===== src/rtl/alt_ddrx_buffer_pkg.sv =====
// alt_ddrx_buffer_pkg: shared types and constants for the DDR data buffer controller
package alt_ddrx_buffer_pkg;

    localparam int NUM_REQ = 2;

    typedef enum logic {
        REQ0 = 1'b0,
        REQ1 = 1'b1
    } req_idx_t;

    function automatic int read_latency(input int reg_output);
        return (reg_output != 0) ? 2 : 1;
    endfunction

endpackage


===== src/rtl/alt_ddrx_rr_arbiter2.sv =====
// alt_ddrx_rr_arbiter2: two-input round-robin grant for the shared RAM write port
module alt_ddrx_rr_arbiter2
    import alt_ddrx_buffer_pkg::*;
(
    input  logic               ctl_clk,
    input  logic               ctl_reset,
    input  logic [NUM_REQ-1:0] req,
    input  logic               accept,
    output logic [NUM_REQ-1:0] grant,
    output req_idx_t           grant_idx
);

    req_idx_t last_grant;

    // a lone requester wins; on a tie the one that did not win last time goes
    always_comb begin
        grant_idx = (&req) ? ((last_grant == REQ0) ? REQ1 : REQ0) : (req[1] ? REQ1 : REQ0);
        grant     = req & ((grant_idx == REQ1) ? 2'b10 : 2'b01);
    end

    // history only moves when the granted word is actually written
    always_ff @(posedge ctl_clk) begin
        if (ctl_reset)
            last_grant <= REQ1;
        else if (accept)
            last_grant <= grant_idx;
    end

endmodule


===== src/rtl/alt_ddrx_buffer_ctl.sv =====
// alt_ddrx_buffer_ctl: write arbitration, circular pointers, occupancy and read-latency tracking
module alt_ddrx_buffer_ctl
    import alt_ddrx_buffer_pkg::*;
#(
    parameter int DATA_WIDTH   = 32,
    parameter int ADDR_WIDTH   = 4,
    parameter int BUFFER_DEPTH = 2**ADDR_WIDTH,
    parameter int REG_OUTPUT   = 1
) (
    input  logic                  ctl_clk,
    input  logic                  ctl_reset,
    input  logic                  req0_valid,
    input  logic [DATA_WIDTH-1:0] req0_data,
    output logic                  req0_ready,
    input  logic                  req1_valid,
    input  logic [DATA_WIDTH-1:0] req1_data,
    output logic                  req1_ready,
    input  logic                  pop,
    output logic                  pop_ready,
    output logic                  write_valid,
    output logic [ADDR_WIDTH-1:0] write_address,
    output logic [DATA_WIDTH-1:0] write_data,
    output logic [ADDR_WIDTH-1:0] read_address,
    input  logic [DATA_WIDTH-1:0] read_data,
    output logic                  out_valid,
    output logic [DATA_WIDTH-1:0] out_data,
    output logic                  out_src,
    output logic [ADDR_WIDTH:0]   count,
    output logic                  full,
    output logic                  empty
);

    localparam int                LAT     = read_latency(REG_OUTPUT);
    localparam logic [ADDR_WIDTH:0]   DEPTH_C = (ADDR_WIDTH+1)'(BUFFER_DEPTH);
    localparam logic [ADDR_WIDTH:0]   CNT_ONE = (ADDR_WIDTH+1)'(1);
    localparam logic [ADDR_WIDTH-1:0] PTR_ONE = ADDR_WIDTH'(1);

    logic [NUM_REQ-1:0]    grant;
    req_idx_t              grant_idx;
    logic                  rd_en;
    logic [ADDR_WIDTH-1:0] wr_ptr;
    logic [ADDR_WIDTH-1:0] rd_ptr;
    req_idx_t              src_mem [BUFFER_DEPTH];
    logic [LAT-1:0]        vpipe;
    req_idx_t              spipe [LAT];

    alt_ddrx_rr_arbiter2 u_arb (
        .ctl_clk   (ctl_clk),
        .ctl_reset (ctl_reset),
        .req       ({req1_valid, req0_valid}),
        .accept    (write_valid),
        .grant     (grant),
        .grant_idx (grant_idx)
    );

    assign full         = (count == DEPTH_C);
    assign empty        = (count == '0);
    assign pop_ready    = ~empty;
    assign read_address = rd_ptr;
    assign out_valid    = vpipe[LAT-1];
    assign out_src      = spipe[LAT-1];
    assign out_data     = read_data;

    // the granted word goes straight to the RAM write port unless the buffer is full
    always_comb begin
        req0_ready    = grant[0] & ~full;
        req1_ready    = grant[1] & ~full;
        write_valid   = req0_ready | req1_ready;
        write_address = wr_ptr;
        write_data    = (grant_idx == REQ1) ? req1_data : req0_data;
        rd_en         = pop & ~empty;
    end

    // pointers wrap naturally because the depth is a power of two
    always_ff @(posedge ctl_clk) begin
        if (ctl_reset) begin
            wr_ptr <= '0;
            rd_ptr <= '0;
            count  <= '0;
        end else begin
            if (write_valid)
                wr_ptr <= wr_ptr + PTR_ONE;
            if (rd_en)
                rd_ptr <= rd_ptr + PTR_ONE;
            count <= (write_valid & ~rd_en) ? count + CNT_ONE :
                     (~write_valid & rd_en) ? count - CNT_ONE : count;
        end
    end

    // remember which requester wrote each slot so the tag can follow the data out
    always_ff @(posedge ctl_clk) begin
        if (write_valid)
            src_mem[wr_ptr] <= grant_idx;
    end

    // valid/tag delay line matching the RAM read latency; reset drops in-flight pops
    always_ff @(posedge ctl_clk) begin
        if (ctl_reset) begin
            vpipe <= '0;
            for (int i = 0; i < LAT; i++)
                spipe[i] <= REQ0;
        end else begin
            vpipe[0] <= rd_en;
            spipe[0] <= src_mem[rd_ptr];
            for (int i = 1; i < LAT; i++) begin
                vpipe[i] <= vpipe[i-1];
                spipe[i] <= spipe[i-1];
            end
        end
    end

endmodule


===== config.mk =====
export PLATFORM = sky130hd
export DESIGN_NAME = alt_ddrx_buffer_ctl
export DESIGN_NICKNAME = d
export VERILOG_FILES = /design/src/rtl/alt_ddrx_buffer_pkg.sv /design/src/rtl/alt_ddrx_rr_arbiter2.sv /design/src/rtl/alt_ddrx_buffer_ctl.sv
export SDC_FILE = /design/constraint.sdc
export NUM_CORES = 1
export LEC_CHECK = 0
export ABC_AREA = 1
export BUFFER_PORTS_ARGS = -buffer_cell sky130_fd_sc_hd__buf_2
export CORE_MARGIN = 3
export CORE_UTILIZATION = 43
export DETAILED_ROUTE_END_ITERATION = 12
export GPL_TIMING_DRIVEN = 0
export MAX_ROUTING_LAYER = met4
export PLACE_DENSITY_LB_ADDON = 0.05
export SLEW_MARGIN = 30
export SYNTH_ARGS = -nofsm -noshare
export SYNTH_HDL_FRONTEND = slang
export SYNTH_SLANG_ARGS = --single-unit

===== constraint.sdc =====
create_clock -name ctl_clk -period 4.6 [get_ports ctl_clk]
set_input_delay 0.69 -clock ctl_clk [delete_from_list [all_inputs] [get_ports ctl_clk]]
set_output_delay 0.69 -clock ctl_clk [all_outputs]
set_load 0.03 [all_outputs]

==> results by group, run 1 <==
Die
  – Core area: 5270 µm²
  – Die width: 81.1 µm
  – Rows: 26
  – Starting Density: 46.0%
  – Die area: 6580 µm²
  – Die Height: 81.1 µm
  – Ports: 186

Routing
  – Routed wire length: 6650 µm
  – Initial DRC Count: 65
  – Vias: 2590
  – DRT antenna net count: 0
  – DRC violations left: 0
  – Avg WL per Cell: 11.5 µm
  – First-pass DRT Iterations: 4
  – Vias/cell: 4.49

Yosys
  – Synthesized net count: 457
  – Top post-synthesis cells by area: nand2_1 (22%), edfxtp_1 (20%), dfxtp_1 (18%)
  – Top cell type's share of synthesized area: 22.4%
  – Yosys cell types: 22
  – Area leader, netlist: nand2_1
  – Seq/Total Area, Yosys: 38.0%
  – Synthesized instance count: 346
  – Synth warn: 0
  – Synthesized cell area: 2420 µm²
  – Avg Cell Area, Syn: 7.01 µm²
  – Seq cells post-synth: 38

STA
  – Worst Skew: 0.00423 ns
  – Final period utilization: 56.7%
  – Final Hold Viols: 0
  – Worst hold slack: 0.401 ns
  – Setup TNS after final layout: 0 ns
  – Setup violators final: 0
  – RSZ-0062 raised after global routing: false
  – Slew margin rel.: 68.8%
  – Max frequency: 383 MHz
  – Final Max Tran Viols: 0
  – Worst slew pin tran: 0.468 ns
  – Final worst slack: 1.99 ns
  – Minimum clock period: 2.61 ns

Critical path
  – Critical-path cell list: buf_2 > nand2_1 > and2_1 > buf_6 > clkbuf_2 > nand2_1 > nand2_1 > buf_2
  – CP Data Required Time: 3.91 ns
  – Nature of the critical path startpoint: input pin
  – Cell at the slowest stage of the critical path: clkbuf_2
  – Crit end category: output port
  – CP arrival: 1.92 ns
  – Most frequent CP cell: nand2_1
  – Max incr delay on CP: 0.39 ns
  – Kind of critical path: input pin to output port
  – Crit path max fanout: 25

Clocking
  – Clock Path Buffers: 2
  – CTS resizes: 0
  – H-Tree Level Count: 2
  – Reg clk slew, reported paths: 0.07 ns
  – Num CTS Buffers: 5
  – Clock root cell: clkbuf_8
  – CTS tree: yes
  – Post-CTS Setup Bufs: 0
  – Clock sinks: 38
  – Clock latency on the worst-skew pair: 0.29 ns
  – Hold Buf Count CTS: 0

Placement
  – Final Wtd Congestion: 0.782
  – HPWL Detailed: 5440 µm
  – Dpl ws: 1.62 ns
  – IO buf count: 153
  – Dpl cells: 569

Global routing
  – Vias in the first global route: 2424
  – Tot GR Track Use: 20.1%
  – First-pass GRT wire length: 10100 µm
  – Total gr overflow: 0
  – Initial antenna violation count: 0
  – Largest net degree at the start of global routing: 26

Power and ir drop
  – Leak: 1.96 nW
  – PD cells: 411 nW/µm²
  – Tot Pwr: 1.39 mW
  – IR drop worst, VDD: 0.370 mV

Final layout
  – Layout cell share with drive strength beyond 1: 39.8%
  – Finished Layout Cells: 577
  – Area growth syn-to-layout: 39.5%
  – Most common cell after layout, fill and taps aside: buf_2
  – Most frequent cells in the layout: buf_2 (154), nand2_1 (145), buf_4 (35), inv_1 (33), nor2_1 (29)
  – Diodes inserted: 0
  – # nets final: 617

Outcome
  – Status: finished clean

Hold path
  – Worst Hold Class: flop to flop

Flow run
  – Max-cap violations: 0
cell families (layout without fill, tap and decap cells):
family | count (synthesis) | count (layout) | share of synthesized area (%)
adder cells (fa/ha/maj) | 10 | 10 | 5.47
XOR/XNOR | 9 | 9 | 3.25
AO/OA/AOI/OAI | 21 | 21 | 4.80
flip-flops | 38 | 38 | 38.0
AND/OR/NAND/NOR | 192 | 192 | 31.0
buffers and inverters | 76 | 237 | 17.5
synthesized netlist by cell type:
library cell,number
xnor2_1,3
fa_1,1
buf_6,1
nand3b_1,1
o21ai_0,7
xor2_1,6
inv_2,1
or2_2,1
ha_1,9
nand4_1,2
o21ai_4,1
buf_4,35
a21oi_1,13
dfxtp_1,22
and2_1,1
clkbuf_1,5
nand3_1,13
nand2_1,145
nor2_1,29
inv_1,33
buf_2,1
edfxtp_1,16
where the power goes:
| group | total, mW | switching (mW) | internal, mW |
|---|---|---|---|
| clock network | 0.255 | 0.118 | 0.138 |
| logic | 0.689 | 0.456 | 0.233 |
| registers | 0.447 | 0.0453 | 0.402 |
| total | 1.39 | 0.618 | 0.773 |
layout make-up:
type	instances	area, µm²
plain buffers	42	299
clock buffers	6	93.8
clock inverters	2	10.0
fillers	509	1890
inverters	34	128
multi-input cells	232	1080
flip-flops and latches	38	921
well taps	70	87.6
repair buffers	153	766
layer usage:
| layer | share of wire, % | vias to the layer above | global-route usage [%] | wire, µm |
|---|---|---|---|---|
| met5 | 0 | - | - | 0 |
| met1 | 39 | 1118 | 22.2 | 2580 |
| met4 | 1.8 | 0 | 7.60 | 120 |
| met3 | 7.5 | 12 | 4.99 | 497 |
| met2 | 52 | 113 | 34.7 | 3440 |
| li1 | - | 1347 | - | - |
path summary, 6_finish.rpt:
| kind | end | startpoint | cells past startpoint | slack [ns] |
|---|---|---|---|---|
| setup / recovery | write_data[30] | req0_valid | 8 | 1.99 |
| hold / removal | vpipe[1]$_SDFF_PP0_ | vpipe[0]$_SDFF_PP0_ | 2 | 0.40 |
| setup reg to reg | count[4]$_SDFFE_PP0P_ | count[0]$_SDFFE_PP0P_ | 12 | 2.12 |
| hold reg to reg | vpipe[1]$_SDFF_PP0_ | vpipe[0]$_SDFF_PP0_ | 2 | 0.40 |
per-stage QoR:
step                cell area [µm²]  util, %
global route                   3380     64.2
finish                         3380     64.2
global placement               3280     62.2
CTS                            3380     64.2
floorplan                      2420        -
detailed placement             3280     62.2
critical path: cells and delay by family:
| family | cells | cell delay (ns) |
|---|---|---|
| buf+inv | 4 | 0.85 |
| simple gates | 4 | 0.37 |
Note: power is estimated with default switching activity, not from simulation.
==> run 2: changes to the inputs <==
--- a/config.mk
+++ b/config.mk
@@ -5,10 +5,10 @@
 export SDC_FILE = /design/constraint.sdc
 export NUM_CORES = 1
 export LEC_CHECK = 0
-export ABC_AREA = 1
+export ABC_AREA = 0
 export BUFFER_PORTS_ARGS = -buffer_cell sky130_fd_sc_hd__buf_2
 export CORE_MARGIN = 3
-export CORE_UTILIZATION = 43
+export CORE_UTILIZATION = 36
 export DETAILED_ROUTE_END_ITERATION = 12
 export GPL_TIMING_DRIVEN = 0
 export MAX_ROUTING_LAYER = met4
==> constraint.sdc (replaced) <==
create_clock -name ctl_clk -period 2.1 [get_ports ctl_clk]
set_input_delay 0.315 -clock ctl_clk [delete_from_list [all_inputs] [get_ports ctl_clk]]
set_output_delay 0.315 -clock ctl_clk [all_outputs]
set_load 0.03 [all_outputs]
==> run 2 against run 1 <==
Effect of this change:
- the flow now finishes with violations (setup timing)
- core utilization shrank 7.5 points
- die area grew 15%
- first-iteration DRC count shrank 7.7%
- sequential share of layout area shrank 0.43 points
- design area grew 2.7%
- combinational power grew to 2.6 times the previous value
- clock power grew 140%
- area after synthesis shrank 2.4%
- sequential power grew 130%
==> results by group, run 2 <==
Final layout
  – Diodes inserted: 0
  – Most frequent cells in the layout: buf_2 (153), buf_4 (41), mux2_2 (34), nor2_1 (32), dfxtp_1 (18)
  – Area growth syn-to-layout: 46.9%
  – Layout cell share with drive strength beyond 1: 65.7%
  – Most common cell after layout, fill and taps aside: buf_2
  – # nets final: 501

Clocking
  – Clock sinks: 38
  – Clock latency on the worst-skew pair: 0.29 ns
  – Clock root cell: clkbuf_8
  – CTS tree: yes
  – H-Tree Level Count: 2
  – Clock Path Buffers: 2
  – Reg clk slew, reported paths: 0.07 ns
  – Num CTS Buffers: 5

Routing
  – DRC violations left: 0
  – First-pass DRT Iterations: 4
  – Avg WL per Cell: 15.1 µm
  – DRT antenna net count: 0
  – Vias: 2185
  – Routed wire length: 7030 µm
  – Vias/cell: 4.69
  – Initial DRC Count: 60

Hold path
  – Worst Hold Class: input pin to flop

Yosys
  – Synthesized instance count: 225
  – Synth warn: 0
  – Seq/Total Area, Yosys: 38.9%
  – Top post-synthesis cells by area: edfxtp_1 (20%), dfxtp_1 (19%), mux2_2 (16%)
  – Most common cell in the synthesized netlist: mux2_2
  – EDFF count, synth: 16
  – Synth Flop Type: dfxtp_1
  – Seq cells post-synth: 38
  – Synthesized net count: 336
  – Synthesized cell area: 2370 µm²
  – Post-synth top cells: mux2_2 (34), buf_4 (33), nor2_1 (32)
  – Yosys cell types: 41
  – Avg Cell Area, Syn: 10.5 µm²
  – Area leader, netlist: edfxtp_1
  – Top cell type's share of synthesized area: 20.3%
  – Async SR Flop Fraction: 0%

STA
  – Worst Skew: 0.00454 ns
  – Final period utilization: 120%
  – Setup violators final: 3
  – Final worst slack: -0.412 ns
  – Final Max Tran Viols: 0
  – Max frequency: 398 MHz
  – RSZ-0062 raised after global routing: true
  – Final Hold Viols: 0
  – Minimum clock period: 2.51 ns
  – Slew margin rel.: 61.9%
  – Worst hold slack: 0.371 ns
  – Setup TNS after final layout: -0.848 ns
  – Worst slew pin tran: 0.572 ns

Power and ir drop
  – Sw Share: 41.6%
  – IR drop worst, VDD: 0.691 mV
  – Leak: 1.67 nW
  – Gate power share: 52.4%
  – P_int: 2.01 mW
  – Seq pwr share: 29.4%
  – Switching power: 1.43 mW
  – PD cells: 989 nW/µm²
  – Clk pwr share: 18.1%

Die
  – Die Height: 87.1 µm
  – Core area: 6130 µm²
  – Ports: 186
  – Die width: 87.1 µm
  – Die area: 7580 µm²
  – Starting Density: 38.6%
  – Rows: 28

Global routing
  – Largest net degree at the start of global routing: 26
  – Tot GR Track Use: 18.7%
  – Total gr overflow: 0
  – First-pass GRT wire length: 10600 µm
  – Initial antenna violation count: 0
  – Vias in the first global route: 2264

Placement
  – Final Wtd Congestion: 0.879
  – IO buf count: 153
  – HPWL Detailed: 5880 µm

Critical path
  – Crit end category: flop
  – CP Data Required Time: 2.28 ns
  – Crit path max fanout: 5
  – Nature of the critical path startpoint: flop
  – CP arrival: 2.70 ns
  – Kind of critical path: flop to flop

Outcome
  – Status: finished with violations
  – Failing checks: setup timing

Flow run
  – Max-cap violations: 0
## run 2: cell count changes after synthesis, moves of 3 or more
cell and delta:
o21ai_0 -7, a21oi_1 -9, nor2_1 +3, nand2_1 -137
mux2_2 +34, nor3_1 +4, nand3_1 -9, mux2i_1 +6
inv_1 -26
## run 2: worst max-delay path, cell delays in order (launching register included)
cell and delay [ns]:
dfxtp_4 0.37, or4_4 0.57, o21ai_4 0.18, ha_4 0.17, inv_4 0.05, fa_2 0.36, nand3_2 0.09, a211oi_1 0.07
a31oi_1 0.18, mux2_2 0.35
## run 2: timing repair
action	in CTS	in global routing
pin swaps	5	1
buffers inserted	3	3
endpoints found under the hold margin	0	0
gates resized for setup	3	5
hold buffers	0	0
setup endpoints to repair	31	25
## run 2: path summary, 6_finish.rpt
kind | cells after the start | slack (ns) | to | start
max | 9 | -0.41 | count[4]$_SDFFE_PP0P_ | count[1]$_SDFFE_PP0P_
max reg2reg | 9 | -0.41 | count[4]$_SDFFE_PP0P_ | count[1]$_SDFFE_PP0P_
min reg2reg | 1 | 0.44 | spipe[0][1]$_SDFF_PP0_ | spipe[0][0]$_SDFF_PP0_
min | 3 | 0.37 | count[3]$_SDFFE_PP0P_ | ctl_reset
## run 2: area by class of cell
| type | instances | area, µm² |
|---|---|---|
| clock inverters | 3 | 45.0 |
| plain buffers | 41 | 293 |
| clock buffers | 5 | 68.8 |
| fillers | 591 | 2660 |
| inverters | 7 | 28.8 |
| well taps | 75 | 93.8 |
| flip-flops and latches | 38 | 931 |
| repair buffers | 159 | 811 |
| multi-input cells | 138 | 1200 |
## run 2: logic make-up (layout without fill, tap and decap cells)
logic type | Yosys count | after routing | share of synthesized area (%)
AND/OR/NAND/NOR | 59 | 59 | 11.7
buffers and inverters | 49 | 215 | 13.2
multiplexers | 42 | 42 | 20.6
flip-flops | 38 | 38 | 38.9
AO/OA/AOI/OAI | 19 | 19 | 7.03
adder cells (fa/ha/maj) | 10 | 10 | 5.61
XOR/XNOR | 8 | 8 | 2.96
## run 2: power groups by stage
stage                     Clock [mW]  Sequential [mW]  Combinational (mW)
final                          0.622             1.01                1.80
after global routing           0.671             1.03                1.94
after CTS                      0.639             1.01                1.76
after detailed placement           0             1.03                1.70
after global placement             0             1.03                1.68
after floorplan                    0             1.15                1.15
## run 2: metal layers
layer	track usage, %	routed length [µm]	up-vias
li1	-	-	1079
met3	3.78	418	16
met5	-	0	-
met4	8.07	225	0
met2	32.4	3700	108
met1	20.7	2680	982
## run 2: metrics by stage
stage               std cells  util (%)  setup WS [ns]  total power [mW]  area (µm²)
floorplan                 225         -         -0.425              2.30        2430
global placement          453      53.7         -0.507              2.71        3290
detailed placement        453      53.7         -0.551              2.73        3290
CTS                       464      56.2         -0.411              3.41        3440
global route              466      56.7         -0.484              3.64        3470
finish                    466      56.7         -0.412              3.44        3470
